**src/rtl/nn_ctrl_pkg.sv**
```systemverilog
// Shared types and layer sizes for the MNIST inference controllers.
// Memories and sequencers pull their geometry from here.
package nn_ctrl_pkg;

  localparam int W_DEF     = 4;
  localparam int N_IN_DEF  = 784;
  localparam int N_OUT_DEF = 10;

  typedef enum logic [2:0] {
    IDLE,
    CLR,
    FETCH,
    DRAIN,
    CAPT,
    EMIT,
    DONE
  } state_t;

  // address width for a depth of n, never below one bit
  function automatic int aw(input int n);
    return (n > 1) ? $clog2(n) : 1;
  endfunction

endpackage

```
**src/rtl/mac_addr_gen.sv**
```systemverilog
// Input/neuron/weight counters for the mac sequencer.
// w_addr runs linearly across neurons, so no n*N_IN product is needed.
module mac_addr_gen
  import nn_ctrl_pkg::*;
#(
  parameter int N_IN  = N_IN_DEF,
  parameter int N_OUT = N_OUT_DEF,
  parameter int XA_W  = aw(N_IN),
  parameter int WA_W  = aw(N_IN * N_OUT),
  parameter int NI_W  = aw(N_OUT)
) (
  input  logic            clk,
  input  logic            rst,
  input  logic            clr,
  input  logic            step,
  input  logic            next,
  output logic [XA_W-1:0] k,
  output logic [NI_W-1:0] n,
  output logic [WA_W-1:0] w_addr,
  output logic            k_last,
  output logic            n_last
);

  localparam logic [XA_W-1:0] K_MAX = XA_W'(N_IN - 1);
  localparam logic [NI_W-1:0] N_MAX = NI_W'(N_OUT - 1);

  assign k_last = (k == K_MAX);
  assign n_last = (n == N_MAX);

  always_ff @(posedge clk) begin
    if (rst || clr) begin
      k      <= '0;
      n      <= '0;
      w_addr <= '0;
    end else begin
      if (step) begin
        k <= k_last ? '0 : k + 1'b1;
        // hold on the very last weight so the counter never overruns
        if (!(k_last && n_last))
          w_addr <= w_addr + 1'b1;
      end
      if (next) begin
        n <= n + 1'b1;
        k <= '0;
      end
    end
  end

endmodule

```
**src/rtl/mac_seq_ctrl.sv**
```systemverilog
// Layer sequencer: clears, feeds and drains one shared mac per neuron,
// then offers each result on a valid/ready port.
module mac_seq_ctrl
  import nn_ctrl_pkg::*;
#(
  parameter int W     = W_DEF,
  parameter int N_IN  = N_IN_DEF,
  parameter int N_OUT = N_OUT_DEF,
  parameter int XA_W  = aw(N_IN),
  parameter int WA_W  = aw(N_IN * N_OUT),
  parameter int NI_W  = aw(N_OUT)
) (
  input  logic            clk,
  input  logic            rst,
  input  logic            start,
  output logic            busy,
  output logic            done,
  output logic            rd_en,
  output logic [XA_W-1:0] x_addr,
  output logic [WA_W-1:0] w_addr,
  output logic            mac_clr,
  output logic            mac_en,
  input  logic [W-1:0]    mac_o,
  output logic            y_valid,
  input  logic            y_ready,
  output logic [NI_W-1:0] y_idx,
  output logic [W-1:0]    y_data
);

  state_t state, state_nx;

  logic            ag_clr;
  logic            ag_step;
  logic            ag_next;
  logic            cap;
  logic            k_last;
  logic            n_last;
  logic [NI_W-1:0] n;

  mac_addr_gen #(
    .N_IN  (N_IN),
    .N_OUT (N_OUT),
    .XA_W  (XA_W),
    .WA_W  (WA_W),
    .NI_W  (NI_W)
  ) u_ag (
    .clk    (clk),
    .rst    (rst),
    .clr    (ag_clr),
    .step   (ag_step),
    .next   (ag_next),
    .k      (x_addr),
    .n      (n),
    .w_addr (w_addr),
    .k_last (k_last),
    .n_last (n_last)
  );

  always_ff @(posedge clk) begin
    if (rst) state <= IDLE;
    else     state <= state_nx;
  end

  always_comb begin
    state_nx = state;
    busy     = 1'b0;
    done     = 1'b0;
    rd_en    = 1'b0;
    mac_clr  = 1'b0;
    y_valid  = 1'b0;
    ag_clr   = 1'b0;
    ag_step  = 1'b0;
    ag_next  = 1'b0;
    cap      = 1'b0;
    unique case (state)
      IDLE: begin
        if (start) begin
          ag_clr   = 1'b1;
          state_nx = CLR;
        end
      end
      CLR: begin
        busy     = 1'b1;
        mac_clr  = 1'b1;
        state_nx = FETCH;
      end
      FETCH: begin
        busy    = 1'b1;
        rd_en   = 1'b1;
        ag_step = 1'b1;
        if (k_last) state_nx = DRAIN;
      end
      DRAIN: begin
        busy     = 1'b1;
        state_nx = CAPT;
      end
      CAPT: begin
        busy     = 1'b1;
        cap      = 1'b1;
        state_nx = EMIT;
      end
      EMIT: begin
        busy    = 1'b1;
        y_valid = 1'b1;
        if (y_ready) begin
          if (n_last) begin
            state_nx = DONE;
          end else begin
            ag_next  = 1'b1;
            state_nx = CLR;
          end
        end
      end
      DONE: begin
        done     = 1'b1;
        state_nx = IDLE;
      end
      default: state_nx = IDLE;
    endcase
  end

  // memory read data arrives one cycle after rd_en
  always_ff @(posedge clk) begin
    if (rst) mac_en <= 1'b0;
    else     mac_en <= rd_en;
  end

  always_ff @(posedge clk) begin
    if (rst) begin
      y_data <= '0;
      y_idx  <= '0;
    end else if (cap) begin
      y_data <= mac_o;
      y_idx  <= n;
    end
  end

endmodule

```
**config.mk**
```make
export PLATFORM = sky130hd
export DESIGN_NAME = mac_seq_ctrl
export DESIGN_NICKNAME = d
export VERILOG_FILES = /design/src/rtl/nn_ctrl_pkg.sv /design/src/rtl/mac_addr_gen.sv /design/src/rtl/mac_seq_ctrl.sv
export SDC_FILE = /design/constraint.sdc
export NUM_CORES = 1
export LEC_CHECK = 0
export BUFFER_PORTS_ARGS = -buffer_cell sky130_fd_sc_hd__clkbuf_2
export CORE_MARGIN = 2
export CORE_UTILIZATION = 30
export CTS_BUF_LIST = sky130_fd_sc_hd__clkbuf_4
export DETAILED_ROUTE_END_ITERATION = 8
export PLACE_DENSITY = 0.54
export SLEW_MARGIN = 20
export SYNTH_ARGS = -nofsm -noshare
export SYNTH_HDL_FRONTEND = slang
export SYNTH_SLANG_ARGS = --single-unit
```
**constraint.sdc**
```tcl
create_clock -name clk -period 2.5 [get_ports clk]
set_clock_uncertainty 0.05 [all_clocks]
set_input_delay 0.75 -clock clk [delete_from_list [all_inputs] [get_ports clk]]
set_output_delay 0.75 -clock clk [all_outputs]
set_load 0.03 [all_outputs]
```
==> results of run 1 <==
==> critical path: stages (launching register included) <==
cell and delay, ns:
dfxtp_1 0.44, or3b_1 0.42, inv_1 0.11, clkbuf_2 0.21
==> Yosys cell counts, types with 5 or more instances <==
master	instances
dfxtp_1	39
o21ai_0	5
xnor2_1	5
o31ai_1	6
nand2_1	9
nand4_1	9
nor2_1	25
mux2i_1	8
buf_2	6
nand3_1	10
and2_1	6
a21oi_1	12
clkbuf_1	6
or4_1	7
xor2_1	7
==> flip-flops by register name, indices dropped and copies added, names as in the netlist <==
name	cells
u_ag.n	4
y_idx	4
y_data	4
u_ag.w_addr	13
u_ag.k	10
mac_en	1
state	3
==> what timing repair did <==
item | in CTS | in global routing
hold buffers | 0 | 0
gates resized for setup | 0 | 1
hold endpoints to repair | 0 | 0
endpoints found under the setup margin | 0 | 1
==> cell type report <==
cell class | count | area [µm²] | share of cell area, %
multi-input cells | 156 | 1010 | 44.4
flip-flops and latches | 39 | 782 | 34.5
repair buffers | 50 | 265 | 11.7
well taps | 75 | 93.8 | 4.14
clock inverters | 3 | 67.6 | 2.98
clock buffers | 5 | 37.5 | 1.66
inverters | 4 | 15.0 | 0.662
==> worst min path at each step <==
stage | start | end | cells after the start
final | u_ag.w_addr[12] | u_ag.w_addr[12] | 2
after global routing | u_ag.w_addr[12] | u_ag.w_addr[12] | 2
after CTS | u_ag.w_addr[12] | u_ag.w_addr[12] | 2
after detailed placement | u_ag.w_addr[12] | u_ag.w_addr[12] | 2
after global placement | u_ag.w_addr[12] | u_ag.w_addr[12] | 2
after floorplan | u_ag.n[3] | u_ag.n[3] | 2
==> routing by layer <==
metal	part of all wire, %	up-vias
met2	44	37
met3	4.0	6
li1	-	856
met1	51	752
met5	0	-
met4	1.3	0
==> stage by stage <==
stage	hold WS (ns)	util (%)	instance area, µm²	std cells
finish	0.452	37.8	2270	332
global route	0.479	37.8	2270	332
CTS	0.452	37.8	2270	332
detailed placement	0.433	36.1	2160	324
global placement	0.413	36.1	2160	324
floorplan	0.443	-	1870	213
==> cell usage in the layout, fill, tap and decap left out, types with 2 or more instances in the layout <==
cell       instances
a211oi_1           3
a21oi_1           12
and2_1             6
and3_1             2
and4_1             4
buf_4              6
bufinv_16          2
clkbuf_2          44
clkbuf_4           5
dfxtp_1           38
ha_1               4
inv_1              4
mux2i_1            8
nand2_1            9
nand3_1           10
nand3b_1           2
nand4_1            9
nor2_1            25
nor2b_1            3
nor3_1             3
nor4_1             2
nor4b_1            2
o211ai_1           2
o21a_1             2
o21ai_0            5
o31a_1             2
o31ai_1            6
or3_1              4
or4_1              7
xnor2_1            5
xor2_1             7
==> logic make-up after synthesis <==
logic type | count (synthesis) | share of synthesized area, %
simple gates | 97 | 29.3
flops | 39 | 41.7
compound gates | 35 | 11.9
buf+inv | 18 | 4.61
xor+xnor | 12 | 5.61
mux | 8 | 4.28
fa+ha+maj | 4 | 2.67
==> where the power goes <==
group / switching [mW] / internal, mW / leakage, nW / total [mW]
sequential: 0.0297 / 0.638 / 0.315 / 0.668
combinational: 0.139 / 0.0735 / 0.501 / 0.213
clock: 0.230 / 0.311 / 0.0514 / 0.541
==> results.py, run 1 <==
metrics = {
    "route": {
        "first_pass_iters": 4,
        "via_count": 1651,
        "antenna_left": 0,
        "drt_iter0_markers": 61,
        "wire_per_inst_um": 12.6,
        "drt_wl_total_mm": 4.18,
        "route.detailed.drc": 0,
        "via_per_inst": 4.97,
    },
    "worst_setup_path": {
        "ff2ff_path_depth": 4,
        "r2r-end": "u_ag.w_addr[5]",
        "rrSetupSlack_ns": 0.37,
        "cp-end-kind": "output pin",
        "critPathMaxFanout": 12,
        "crit_type": "register to output pin",
        "rr_startpoint": "u_ag.k[4]",
        "setup.worst_path.start_class": "register",
        "endpoint": "rd_en",
        "setup.worst_path.start": "state[0]",
        "worstPathArrival_ns": 1.53,
        "required_ns": 1.70,
    },
    "yosys": {
        "ys_async_sr_fraction_pct": 0,
        "yosysTopAreaCell": "dfxtp_1",
        "synth_edf_count": 0,
        "yosysWarnings": 0,
        "synth_top_area_share_pct": 41.7,
        "synthesis.nets": 225,
        "syn_area_per_cell_um2": 8.79,
        "ys_ff_latch": 39,
        "ys_seq_area_share_pct": 41.7,
        "synth.area.top_cells": "dfxtp_1 42%, nor2_1 5.0%, mux2i_1 4.3%",
        "syn_area_mm2": 0.00187,
        "postSynthCellCount": 213,
        "synthFlopType": "dfxtp_1",
        "ys_types": 43,
    },
    "job": {
        "drv_cap": 0,
    },
    "sta": {
        "fmax_mhz": 429,
        "finalSetupViolCount": 0,
        "rsz0062_at_grt": "no",
        "hold_violations": 0,
        "worst_slew_pin_slew_ns": 0.726,
        "setup_ws_ns": 0.169,
        "slew_headroom_pct": 51.6,
        "finalMaxSlewViolations": 0,
        "min_period_over_period_pct": 93.2,
        "final.setup.tns_ns": 0,
        "min_period_ns": 2.33,
    },
    "layout": {
        "n_antenna_cell": 0,
        "n_fill_cell": 641,
        "nets": 268,
        "syn_to_final_growth_pct": 21.0,
        "drive_above_1_share_pct": 24.5,
    },
    "clock_network": {
        "cts_root_buf": "clkbuf_4",
        "postCtsSetupBuffers": 0,
        "clock_latency_ns": 0.35,
        "numCtsBuffers": 5,
        "cts_tree": "built",
        "cts.htree.levels": 2,
        "cts_buffer_depth": 2,
        "cts_num_sinks": 39,
        "path_clk_slew_ns": 0.13,
    },
    "global_routing": {
        "globalRoute.busiestLayer": "met2",
        "grt_pass1_wl_mm": 7.24,
        "met2_usage_pct": 19.9,
        "grt_antenna_before_repair": 0,
        "grt_pass1_vias": 1552,
        "grt_use_met1_pct": 16.3,
        "gr-usage-all-layers_pct": 12.4,
        "grt_max_degree": 27,
        "use_met3_pct": 3.08,
        "overflow": 0,
    },
    "run_status": {
        "status": "finished, final reports clean",
    },
    "worst_hold_path": {
        "hold_class": "register to register",
    },
    "pwr": {
        "power_mw": 1.42,
        "power_leakage_nw": 0.868,
        "powerDensity_mw_per_mm2": 627,
        "ir_drop_mv": 0.344,
    },
    "die": {
        "start_util_pct": 31.3,
        "die_area_mm2": 0.00689,
        "top_level_ports": 45,
        "coreArea_mm2": 0.00599,
        "die_h_um": 83.0,
        "rows": 28,
        "die_x_um": 83.0,
    },
    "placement": {
        "io_buffer_count": 44,
        "place_worst_setup_slack_ns": 0.347,
        "place_hpwl_mm": 3.02,
        "gp_congestion": 0.794,
    },
}
Note: power is estimated with default switching activity, not from simulation.
==> run 2, diff against run 1 <==
--- a/config.mk
+++ b/config.mk
@@ -5,12 +5,13 @@
 export SDC_FILE = /design/constraint.sdc
 export NUM_CORES = 1
 export LEC_CHECK = 0
+export ABC_AREA = 1
 export BUFFER_PORTS_ARGS = -buffer_cell sky130_fd_sc_hd__clkbuf_2
 export CORE_MARGIN = 2
 export CORE_UTILIZATION = 30
 export CTS_BUF_LIST = sky130_fd_sc_hd__clkbuf_4
 export DETAILED_ROUTE_END_ITERATION = 8
-export PLACE_DENSITY = 0.54
+export PLACE_DENSITY = 0.53
 export SLEW_MARGIN = 20
 export SYNTH_ARGS = -nofsm -noshare
 export SYNTH_HDL_FRONTEND = slang
==> results.py, run 2 <==
metrics = {
    "run_status": {
        "status": "finished, final reports clean",
    },
    "placement": {
        "dpl_cell_area_mm2": 0.00243,
        "gp_congestion": 0.815,
        "io_buffer_count": 44,
        "place_hpwl_mm": 3.67,
    },
    "route": {
        "routed.top_layer": "met4",
        "route.detailed.drc": 0,
        "via_per_inst": 4.50,
        "drt_iter0_markers": 54,
        "drt_wl_total_mm": 5.03,
        "wire_per_inst_um": 11.3,
        "route.met3.wl_um": 213,
        "via_count": 1999,
        "route.met2.wl_mm": 2.11,
        "first_pass_iters": 4,
        "routedLengthMet1_mm": 2.64,
        "antenna_left": 0,
    },
    "pwr": {
        "power_leakage_nw": 1.05,
        "ir_drop_mv": 0.282,
        "powerDensity_mw_per_mm2": 666,
    },
    "layout": {
        "max_flop_register": "u_ag.w_addr",
        "syn_to_final_growth_pct": 16.3,
        "n_fill_cell": 745,
        "n_antenna_cell": 0,
        "stdcell_area_mm2": 0.00251,
        "largest_register_ffs": 13,
        "top_regs": "u_ag.w_addr x13, u_ag.k x10",
        "seqCellArea_um2": 781,
        "nets": 359,
        "final_cell_mix": "74 x nand2_1, 44 x clkbuf_2, 40 x nor2_1",
        "drive_above_1_share_pct": 23.0,
        "multi_input_area_mm2": 0.00117,
        "final_common_cell": "nand2_1",
    },
    "yosys": {
        "synthTopCellsByCount": "74 x nand2_1, 40 x nor2_1, 39 x dfxtp_1",
        "synth.area.top_cells": "dfxtp_1 36%, nand2_1 13%, nor2_1 6.9%",
        "syn_area_mm2": 0.00216,
        "ys_types": 31,
        "yosysWarnings": 0,
        "synthesis.nets": 316,
        "yosysMostFrequentCell": "nand2_1",
        "syn_area_per_cell_um2": 7.11,
        "synth_top_area_share_pct": 36.1,
        "postSynthCellCount": 304,
        "ys_async_sr_fraction_pct": 0,
        "synthFlopType": "dfxtp_1",
        "ys_ff_latch": 39,
        "ys_seq_area_share_pct": 36.1,
        "yosysTopAreaCell": "dfxtp_1",
        "synth_edf_count": 0,
    },
    "global_routing": {
        "grt_pass1_wl_mm": 8.37,
        "grt_antenna_before_repair": 0,
        "grt_max_degree": 20,
        "overflow": 0,
        "grt_pass1_vias": 1784,
        "gr-usage-all-layers_pct": 13.6,
    },
    "job": {
        "drv_cap": 0,
    },
    "die": {
        "coreArea_mm2": 0.00687,
        "die_x_um": 88.9,
        "top_level_ports": 45,
        "die_h_um": 88.9,
        "rows": 30,
        "start_util_pct": 31.5,
        "die_area_mm2": 0.00790,
    },
    "worst_setup_path": {
        "critPathMaxFanout": 13,
        "cp-end-kind": "output pin",
        "setup.worst_path.start": "state[1]",
        "cp_slowest_cell": "dfxtp_1",
        "worstPathArrival_ns": 1.44,
        "rr_startpoint": "u_ag.k[0]",
        "slowest_delay_ns": 0.47,
        "rrSetupSlack_ns": 0.86,
        "setup.worst_path.start_class": "register",
        "required_ns": 1.70,
        "crit_type": "register to output pin",
        "path_cells": "nand3_4, inv_8, clkbuf_2",
    },
    "sta": {
        "finalSetupViolCount": 0,
        "fmax_mhz": 446,
        "finalMaxSlewViolations": 0,
        "rsz0062_at_grt": "no",
        "slew_headroom_pct": 75.6,
        "final.setup.tns_ns": 0,
        "worst_slew_pin_slew_ns": 0.365,
        "hold_violations": 0,
        "min_period_ns": 2.24,
        "holdWs_ns": 0.446,
        "min_period_over_period_pct": 89.8,
    },
    "clock_network": {
        "postCtsSetupBuffers": 0,
        "cts_tree": "built",
        "cts_root_buf": "clkbuf_4",
        "numCtsBuffers": 5,
        "holdBufCountCts": 0,
        "cts-resized-gates": 0,
        "path_clk_slew_ns": 0.14,
        "cts_buffer_depth": 2,
        "cts.htree.levels": 2,
        "cts_num_sinks": 39,
        "clock_latency_ns": 0.36,
    },
    "worst_hold_path": {
        "hold_class": "register to register",
        "worstHoldStart": "y_data[1]",
    },
}
[run 2: cell count changes in the layout (fill, tap and decap cells not counted), moves of 7 or more]
cell	before	now
nand3_1	10	29
nor2_1	25	40
nand3_2	0	7
inv_1	4	26
or4_1	7	0
nand2_1	9	74
a21oi_1	12	21
mux2i_1	8	0
o21ai_0	5	14
[run 2: critical path: cells and delay by family, from the launching register on]
| kind | cells | cell delay, ns |
|---|---|---|
| simple gates | 1 | 0.23 |
| buf+inv | 2 | 0.38 |
| flops | 1 | 0.47 |
[run 2: cell families after synthesis]
group	synth area share [%]
AND/OR/NAND/NOR	36.6
AO/OA/AOI/OAI	11.7
buffers and inverters	9.61
flip-flops	36.1
XOR/XNOR	3.65
adder cells (fa/ha/maj)	2.31
[run 2: final cells by class]
type,instances,area share (%)
clock buffers,5,1.49
well taps,96,4.78
flip-flops and latches,39,31.0
multi-input cells,223,46.7
clock inverters,3,1.74
inverters,33,5.22
repair buffers,45,9.05
[run 2: metal layers]
metal,global-route usage (%),vias up
li1,-,1069
met1,18.7,895
met2,20.5,30
met3,3.69,5
met4,4.55,0
met5,0,-
[run 2: power by group]
group          total (mW)  switching [mW]  internal, mW  leakage (nW)
combinational       0.520           0.383         0.137         0.687
sequential          0.715          0.0503         0.664         0.315
clock               0.441           0.231         0.211        0.0452
[run 2: metrics by stage]
stage	setup WS, ns	total power, mW	util, %	std cells
6_report	0.256	1.68	36.6	444
5_1_grt	0.164	1.78	36.6	444
4_1_cts	0.246	1.70	36.6	444
3_5_place_dp	0.664	1.26	35.4	436
3_3_place_gp	0.684	1.25	35.4	436
2_1_floorplan	0.475	1.17	-	304
[run 2: path summary, 6_finish.rpt]
kind | end | cells past startpoint
worst max-delay path | rd_en | 3
worst min-delay path | y_data[1] | 2
worst max register to register | u_ag.w_addr[0] | 8
worst min register to register | y_data[1] | 2
==> run 3, diff against run 2 <==
--- a/config.mk
+++ b/config.mk
@@ -7,10 +7,10 @@
 export LEC_CHECK = 0
 export ABC_AREA = 1
 export BUFFER_PORTS_ARGS = -buffer_cell sky130_fd_sc_hd__clkbuf_2
-export CORE_MARGIN = 2
 export CORE_UTILIZATION = 30
 export CTS_BUF_LIST = sky130_fd_sc_hd__clkbuf_4
 export DETAILED_ROUTE_END_ITERATION = 8
+export GPL_ROUTABILITY_DRIVEN = 0
 export PLACE_DENSITY = 0.53
 export SLEW_MARGIN = 20
 export SYNTH_ARGS = -nofsm -noshare
==> results.py, run 3 (synthesis results as in run 2) <==
metrics = {
    "layout": {
        "final_cell_mix": "74 x nand2_1, 44 x clkbuf_2, 40 x nor2_1",
        "drive_above_1_share_pct": 22.7,
        "n_antenna_cell": 0,
        "top_regs": "u_ag.w_addr x13, u_ag.k x10",
        "nets": 359,
        "fin_cells": 444,
        "stdcell_area_mm2": 0.00251,
        "n_fill_cell": 769,
        "final_util_pct": 36.5,
        "largest_register_ffs": 13,
        "syn_to_final_growth_pct": 16.1,
        "max_flop_register": "u_ag.w_addr",
        "final_common_cell": "nand2_1",
    },
    "pwr": {
        "p_sw_share_pct": 39.4,
        "power_mw": 1.66,
        "ir_drop_mv": 0.241,
        "pwr-share-seq_pct": 43.0,
        "combPwrFrac_pct": 31.2,
        "power_leakage_nw": 1.04,
        "power.share.clock_pct": 25.7,
        "p_sw_mw": 0.655,
        "power.internal_mw": 1.01,
        "powerDensity_mw_per_mm2": 662,
    },
    "global_routing": {
        "gr-usage-all-layers_pct": 14.0,
        "grt_pass1_vias": 1816,
        "overflow": 0,
        "grt_pass1_wl_mm": 8.36,
        "grt_antenna_before_repair": 0,
        "grt_max_degree": 20,
    },
    "die": {
        "die_h_um": 86.9,
        "top_level_ports": 45,
        "coreArea_mm2": 0.00687,
        "rows": 30,
        "die_area_mm2": 0.00755,
        "die_x_um": 86.9,
        "start_util_pct": 31.5,
    },
    "worst_setup_path": {
        "crit_type": "register to output pin",
        "setup.worst_path.start_class": "register",
        "worstPathArrival_ns": 1.42,
        "cp-end-kind": "output pin",
        "critPathMaxFanout": 13,
        "required_ns": 1.70,
    },
    "sta": {
        "rsz0062_at_grt": "no",
        "slew_headroom_pct": 76.1,
        "min_period_over_period_pct": 88.8,
        "min_period_ns": 2.22,
        "worst_slew_pin_slew_ns": 0.357,
        "finalSetupViolCount": 0,
        "final.setup.tns_ns": 0,
        "setup_ws_ns": 0.280,
        "finalMaxSlewViolations": 0,
        "holdWs_ns": 0.444,
        "hold_violations": 0,
        "fmax_mhz": 450,
    },
    "clock_network": {
        "cts.htree.levels": 2,
        "cts_buffer_depth": 2,
        "cts_num_sinks": 39,
        "cts-resized-gates": 0,
        "postCtsSetupBuffers": 0,
        "cts_root_buf": "clkbuf_4",
        "path_clk_slew_ns": 0.12,
        "clock_latency_ns": 0.35,
        "holdBufCountCts": 0,
        "cts_tree": "built",
        "numCtsBuffers": 5,
    },
    "route": {
        "first_pass_iters": 4,
        "antenna_left": 0,
        "via_per_inst": 4.55,
        "wire_per_inst_um": 11.3,
        "route.detailed.drc": 0,
        "drt_wl_total_mm": 5.02,
        "via_count": 2022,
        "drt_iter0_markers": 89,
    },
    "run_status": {
        "status": "finished, final reports clean",
    },
    "placement": {
        "place_hpwl_mm": 3.62,
        "place_worst_setup_slack_ns": 0.669,
        "dp.cells": 436,
        "io_buffer_count": 44,
        "dpl_cell_area_mm2": 0.00243,
    },
    "worst_hold_path": {
        "hold_class": "register to register",
    },
    "job": {
        "drv_cap": 0,
    },
}
## run 3: cell counts in the layout (fill, tap and decap cells not counted)
Identical to the previous run, type by type.
## run 3: final cells by class
cell class	count	area [µm²]	area share, %
well taps	96	120	4.79
clock inverters	3	38.8	1.55
inverters	33	131	5.23
repair buffers	45	228	9.07
flip-flops and latches	39	781	31.1
clock buffers	5	37.5	1.50
multi-input cells	223	1170	46.8
## run 3: critical path, cell delays in order, from the launching register on
cell and delay (ns):
dfxtp_1 0.46, nand3_4 0.22, inv_8 0.17, clkbuf_2 0.22
## run 3: layer usage
layer	global-route usage (%)	routed length (µm)	vias up
met2	22.0	2250	40
met3	2.75	197	6
met1	19.2	2500	914
li1	-	-	1062
met5	0	0	-
met4	4.70	68	0
## run 3: power by group through the flow
stage | Sequential (mW) | Clock, mW | Combinational (mW)
floorplan | 0.763 | 0 | 0.403
global placement | 0.726 | 0 | 0.523
detailed placement | 0.729 | 0 | 0.525
CTS | 0.715 | 0.445 | 0.526
global route | 0.724 | 0.469 | 0.571
finish | 0.715 | 0.428 | 0.519
## run 3: path summary, 6_finish.rpt
kind / start / to / cells past startpoint / slack (ns)
hold / removal: y_data[2] / y_data[2] / 2 / 0.44
setup / recovery: state[1] / rd_en / 3 / 0.28
setup reg to reg: u_ag.k[0] / u_ag.w_addr[0] / 8 / 0.83
hold reg to reg: y_data[2] / y_data[2] / 2 / 0.44
